--- src/rtl/counter_pkg.sv ---
// Shared definitions for the counter family: direction encoding and load clamping.
package counter_pkg;

    localparam logic DIR_UP   = 1'b1;
    localparam logic DIR_DOWN = 1'b0;

    // Wide enough for any counter up to 32 bits; callers cast to and from their own width.
    localparam int unsigned CLAMP_W = 32;

    function automatic logic [CLAMP_W-1:0] clamp_load(input logic [CLAMP_W-1:0] value,
                                                      input logic [CLAMP_W-1:0] max);
        return (value > max) ? max : value;
    endfunction

endpackage

--- src/rtl/counter_boundary_detect.sv ---
// Flags when the count sits on the boundary for the current direction (MAX_VAL up, 0 down).
module counter_boundary_detect
    import counter_pkg::*;
#(
    parameter int unsigned WIDTH   = 4,
    parameter int unsigned MAX_VAL = 15
) (
    input  logic [WIDTH-1:0] q,
    input  logic             up_dn,
    output logic             at_bound
);

    localparam logic [WIDTH-1:0] MAX_Q = WIDTH'(MAX_VAL);

    always_comb begin
        at_bound = (up_dn == DIR_UP) ? (q == MAX_Q) : (q == '0);
    end

endmodule

--- src/rtl/sync_param_loadable_updown_counter.sv ---
// WIDTH-bit modulo-(MAX_VAL+1) loadable up/down counter with lookahead tc and wrap pulse.
// Define COUNTER_SATURATE_EN to hold at the boundary instead of wrapping.
module sync_param_loadable_updown_counter
    import counter_pkg::*;
#(
    parameter int unsigned WIDTH   = 4,
    parameter int unsigned MAX_VAL = 15
) (
    input  logic             clk,
    input  logic             rst,
    input  logic             load_en,
    input  logic [WIDTH-1:0] data,
    input  logic             en,
    input  logic             up_dn,
    output logic [WIDTH-1:0] q,
    output logic             tc,
    output logic             wrapped
);

    localparam logic [WIDTH-1:0] MAX_Q = WIDTH'(MAX_VAL);

    logic [WIDTH-1:0] count_q, count_d;
    logic             wrapped_q, wrapped_d;
    logic             at_bound;
    logic [WIDTH-1:0] load_val;

    counter_boundary_detect #(
        .WIDTH   (WIDTH),
        .MAX_VAL (MAX_VAL)
    ) u_bound (
        .q        (count_q),
        .up_dn    (up_dn),
        .at_bound (at_bound)
    );

    assign load_val = WIDTH'(clamp_load(CLAMP_W'(data), CLAMP_W'(MAX_VAL)));

    // Lookahead: high the cycle before a counting edge crosses the boundary.
    assign tc = en & ~load_en & at_bound;

    always_comb begin
        count_d = count_q;
        if (load_en) begin
            count_d = load_val;
        end else if (en) begin
            if (at_bound) begin
`ifdef COUNTER_SATURATE_EN
                count_d = count_q;
`else
                count_d = (up_dn == DIR_UP) ? '0 : MAX_Q;
`endif
            end else begin
                count_d = (up_dn == DIR_DOWN) ? count_q - 1'b1 : count_q + 1'b1;
            end
        end
    end

`ifdef COUNTER_SATURATE_EN
    assign wrapped_d = 1'b0;
`else
    assign wrapped_d = tc;
`endif

    always_ff @(posedge clk) begin
        if (!rst) begin
            count_q   <= '0;
            wrapped_q <= 1'b0;
        end else begin
            count_q   <= count_d;
            wrapped_q <= wrapped_d;
        end
    end

    assign q       = count_q;
    assign wrapped = wrapped_q;

endmodule

--- config.mk ---
export PLATFORM = sky130hd
export DESIGN_NAME = sync_param_loadable_updown_counter
export DESIGN_NICKNAME = d
export VERILOG_FILES = /design/src/rtl/counter_pkg.sv /design/src/rtl/counter_boundary_detect.sv /design/src/rtl/sync_param_loadable_updown_counter.sv
export SDC_FILE = /design/constraint.sdc
export NUM_CORES = 1
export LEC_CHECK = 0
export ABC_CLOCK_PERIOD_IN_PS = 1800
export CAP_MARGIN = 20
export CORE_AREA = 2 2 39 41
export CTS_CLUSTER_SIZE = 16
export DETAILED_ROUTE_END_ITERATION = 7
export DIE_AREA = 0 0 41 43
export GPL_TIMING_DRIVEN = 0
export PLACE_DENSITY = 0.67
export SYNTH_ARGS = -nofsm -noshare
export SYNTH_HDL_FRONTEND = slang
export SYNTH_SLANG_ARGS = --single-unit
--- constraint.sdc ---
create_clock -name clk -period 1.8 [get_ports clk]
set_input_delay 0.36 -clock clk [delete_from_list [all_inputs] [get_ports clk]]
set_output_delay 0.36 -clock clk [all_outputs]
set_load 0.01 [all_outputs]
# Word level (Yosys, flattened, before mapping)
# Index checks and enable logic that the tools add are counted.
op_classes:
  addsub: 2
  eq_ne: 1
  muxes: 6
  bitwise: 3
  n_reduce_logical: 2
ops:
  columns: ["operator", "n"]
  rows:
  - ["$mux 4", 5]
  - ["$add 4x1->4 const B", 1]
  - ["$eq 4x4->1 const B", 1]
  - ["$logic_not 4->1", 1]
  - ["$sub 4x1->4 const B", 1]
  - ["$and 1x1->1", 2]
  - ["$reduce_bool 2->1", 1]
  - ["$mux 1", 1]
  - ["$not 1->1", 1]
totals:
  reg_bits: 5
  input_bits: 9
  wordCells: 16

# Depth between registers and ports, before layout
depth:
  ltp_word: 5
  ltp_mapped: 6
  mapped_depth_nobuf: 6

# By module
# A second synthesis with hierarchy kept.
hier_totals:
  cells_unflattened: 46
  hier_area_um2: 361.6
by_module_without_submodules:
  columns: ["module", "n_inst", "cells_each", "area_each_um2", "seq_area_each_um2"]
  rows:
  - ["sync_param_loadable_updown_counter", 1, 43, 337.8, 100.1]
  - ["counter_boundary_detect", 1, 3, 23.8, 0.0]

# Worst setup path after synthesis
# No wires, ideal clock.
synth_timing:
  path_type: "flip-flop to output port"
  startpoint: "reg count_q[1], in the netlist q[1]"
  endpoint: "out tc"
  arrival_time_ps: 1308
  required_time_ps: 1440
  setup_slack_ps: 132
  stages_incl_launch_ff: 5
  path_cell_list: "dfxtp_1 or4_4 nor2_4 nor2b_2 nor3b_2"
synth_between:
  elab_chain_len: 3
  word_cells_on_any_way: 4
synth_lines:
  columns: ["item", "line_no", "rtl"]
  rows:
  - ["from (decl)", "sync_param_loadable_updown_counter.sv:22", "logic [WIDTH-1:0] count_q, count_d;"]
  - ["from (signal assigned)", "sync_param_loadable_updown_counter.sv:69", "count_q <= count_d;"]
  - ["$eq 4x4->1 or $logic_not 4->1 (tied branches)", "counter_boundary_detect.sv:16", "at_bound = (up_dn == DIR_UP) ? (q == MAX_Q) : (q == '0);"]
  - ["$mux 1 *", "counter_boundary_detect.sv:16", null]
  - ["$and 1x1->1 *", "sync_param_loadable_updown_counter.sv:39", "assign tc = en & ~load_en & at_bound;"]
  - ["to (decl)", "sync_param_loadable_updown_counter.sv:16", "output logic tc,"]
# Mark *: on every way between the ends. The rest lies on a longest branch, timed or not.

# Worst setup path in the final report
layout_timing:
  startpoint: "reg count_q[2], in the netlist q[2]"
  endpoint: "out tc"
# The elaborated chain is that of the path after synthesis.

==> results.md <==
- Violated checks: negative setup slack
- Root buffer cell: clkbuf_4
- Most frequent cells in the layout: clkdlybuf4s50_1 (11), a21oi_1 (6), nor2_1 (4), buf_4 (4)
- Max IR drop VDD: 0.364 mV
- TritonCTS Buffers: 3
- Longest Clk Path Bufs: 2
- Hold Path Stages: 3
- Critical R2R Capture: q[3]
- Worst Hold Path EP: q[0]
- GPL Wtd Cong: 0.672
- Initial Utilization: 26.9%
- Die Area: 1760 µm²
- Area grow syn2layout: 55.6%
- DR vias: 371
- Top-area cell type share of the netlist area: 26.9%
- CP Launch Type: flop
- P_leak: 0.248 nW
- Die height: 43 µm
- Core area: 1380 µm²
- Clk sinks: 5
- Drt pass-1 iters: 4
- Req. time, crit path: 1.44 ns
- WP buf/inv: 1
- Antenna cell count: 0
- Critical-path top delay cell: or4_4
- F_max: 517 MHz
- Slew headroom: 85.3%
- Critical Path Max Stage Delay: 0.52 ns
- Largest net degree at the start of global routing: 11
- Setup violators final: 1
- Tot GR Track Use: 13.0%
- Unrepaired setup endpoints after global routing: yes
- Vias per inst: 4.70
- # port buffers: 13
- Gr ovfl total: 0
- Overall power: 0.401 mW
- Largest area contributor in the netlist: dfxtp_1
- Reg clk slew, reported paths: 0.04 ns
- Seq cells post-synth: 5
- Register-to-Register Path Depth: 6
- Status: complete, but fails checks
- Top post-synthesis cells by area: dfxtp_1 (27%), a21oi_1 (8.1%), xnor2_1 (7.1%), ha_1 (6.7%), nor3b_1 (6.1%)
- CTS tree: yes
- Fillcell total: 149
- Synthesized netlist cell count: 42
- Syn Nets: 54
- Max-cap violations: 0
- H-tree Lvls: 1
- Power per cell area: 694 nW/µm²
- Syn avg cell area: 8.85 µm²
- Final critical-path required period: 1.93 ns
- Vias in the first global route: 381
- Clk_lat worst skew: 0.24 ns
- Routed Antenna Nets: 0
- First-pass GRT wire length: 1570 µm
- Post-layout util: 41.8%
- Crit path launch: q[2]
- Count of final hold-check violations: 0
- CP Max Fanout: 5
- Hold path start: load_en
- Worst Setup Slack, final: -0.135 ns
- I/O pins: 15
- Arr. time, crit path: 1.57 ns
- DR DRC count: 0
- Synth cell types: 22
- CP Class: flop to output pin
- Row cnt: 14
- Most common cell after layout, fill and taps aside: clkdlybuf4s50_1
- Worst r2r src: q[1]
- Final setup skew: 0.00392 ns
- Seq/Total Area, Yosys: 26.9%
- Drt total wl: 929 µm
- # hold bufs at CTS: 0
- Slew Limit Fails: 0
- Synth Warn #: 0
- DR WL/cell: 11.8 µm
- Worst-path cell chain: or4_4 > nor2_4 > nor2b_2 > nor3b_2 > buf_2
- Initial antenna violation count: 0
- Top delay family on crit path: simple AND/OR/NAND/NOR gates
- Tcrit/Tclk final: 107%
- Share of layout cells above drive strength 1: 28.6%
- 1st-iter DRT viols: 1
- Reg2Reg Setup Slack: 0.19 ns
- Nets@finish: 76
- Syn Std Cell Area: 372 µm²
- Die W: 41 µm
- Critical path endpoint category: output pin
- Worst slew pin tran: 0.221 ns
- Class of the worst hold path: primary input to flop
cell type report:
type	instances	area, µm²	share of cell area (%)
Timing Repair Buffer	17	154	26.6
Multi-Input combinational cell	33	255	44.2
Buffer	1	5.00	0.866
Tap cell	16	20.0	3.46
Clock buffer	4	26.3	4.55
Inverter	3	11.3	1.95
Sequential cell	5	106	18.4
flip-flops by register name, summed over array words and instances, names as in the netlist:
register	flops
q	4
wrapped	1
synth_stat cells:
cell / instances
ha_1: 2
dfxtp_1: 5
or4_4: 1
nor2_1: 4
o22ai_1: 2
a21o_1: 1
nand3_1: 1
fa_1: 1
xor2_1: 1
xnor2_1: 3
nand3b_1: 1
nor3b_1: 3
a21oi_2: 1
nor2b_2: 1
nor2_4: 1
nor3b_2: 1
a311o_1: 1
a21oi_1: 6
and3_2: 1
inv_1: 3
buf_2: 1
nor3_1: 1
worst register-to-register path, cell delays in order (launching register included):
cell and delay, ns:
dfxtp_4 0.34, buf_4 0.15, ha_1 0.27, a21o_1 0.19, a21oi_2 0.14, xnor2_1 0.08
a311o_1 0.34
per-stage QoR:
step / cells / hold WS (ns) / TNS [ns] / setup WS (ns) / cell area, µm²
final: 79 / 0.501 / -0.135 / -0.135 / 578
after global routing: 79 / 0.543 / -0.161 / -0.161 / 578
after CTS: 78 / 0.490 / -0.163 / -0.163 / 571
after detailed placement: 71 / 0.686 / -1.49 / -0.762 / 522
after global placement: 71 / 0.679 / -1.36 / -0.727 / 522
after floorplan: 42 / 0.503 / 0 / 0.132 / 372
where the power goes:
part | internal (mW) | total, mW | switching (mW)
clock | 0.0837 | 0.127 | 0.0435
sequential | 0.122 | 0.134 | 0.0121
combinational | 0.0813 | 0.140 | 0.0591
worst max-delay path by stage:
stage,endpoint,slack (ns),cells after the start
after floorplan,tc,0.13,4
after global placement,tc,-0.73,6
after detailed placement,tc,-0.76,6
after CTS,tc,-0.16,5
after global routing,tc,-0.16,5
final,tc,-0.13,5
cells by family after synthesis:
kind of cell,count (synthesis),share of synthesized area [%]
AO/OA/AOI/OAI,11,18.5
XOR/XNOR,4,9.43
adder cells (fa/ha/maj),3,12.1
buffers and inverters,4,4.38
flip-flops,5,26.9
AND/OR/NAND/NOR,15,28.6
routing by layer:
layer | GRT usage, % | vias to the layer above | wire [µm]
met3 | 3.14 | 0 | 26
met4 | 6.00 | 0 | 0
met1 | 16.6 | 172 | 415
li1 | - | 192 | -
met5 | 0 | - | 0
met2 | 19.7 | 7 | 487
repair_timing:
action / CTS / global route
pin swaps: 2 / 1
resized for setup: 9 / 0
setup buffers: 3 / 1
hold endpoints to repair: 0 / 0
setup endpoints to repair: 2 / 1
Note: power is estimated with default switching activity, not from simulation.
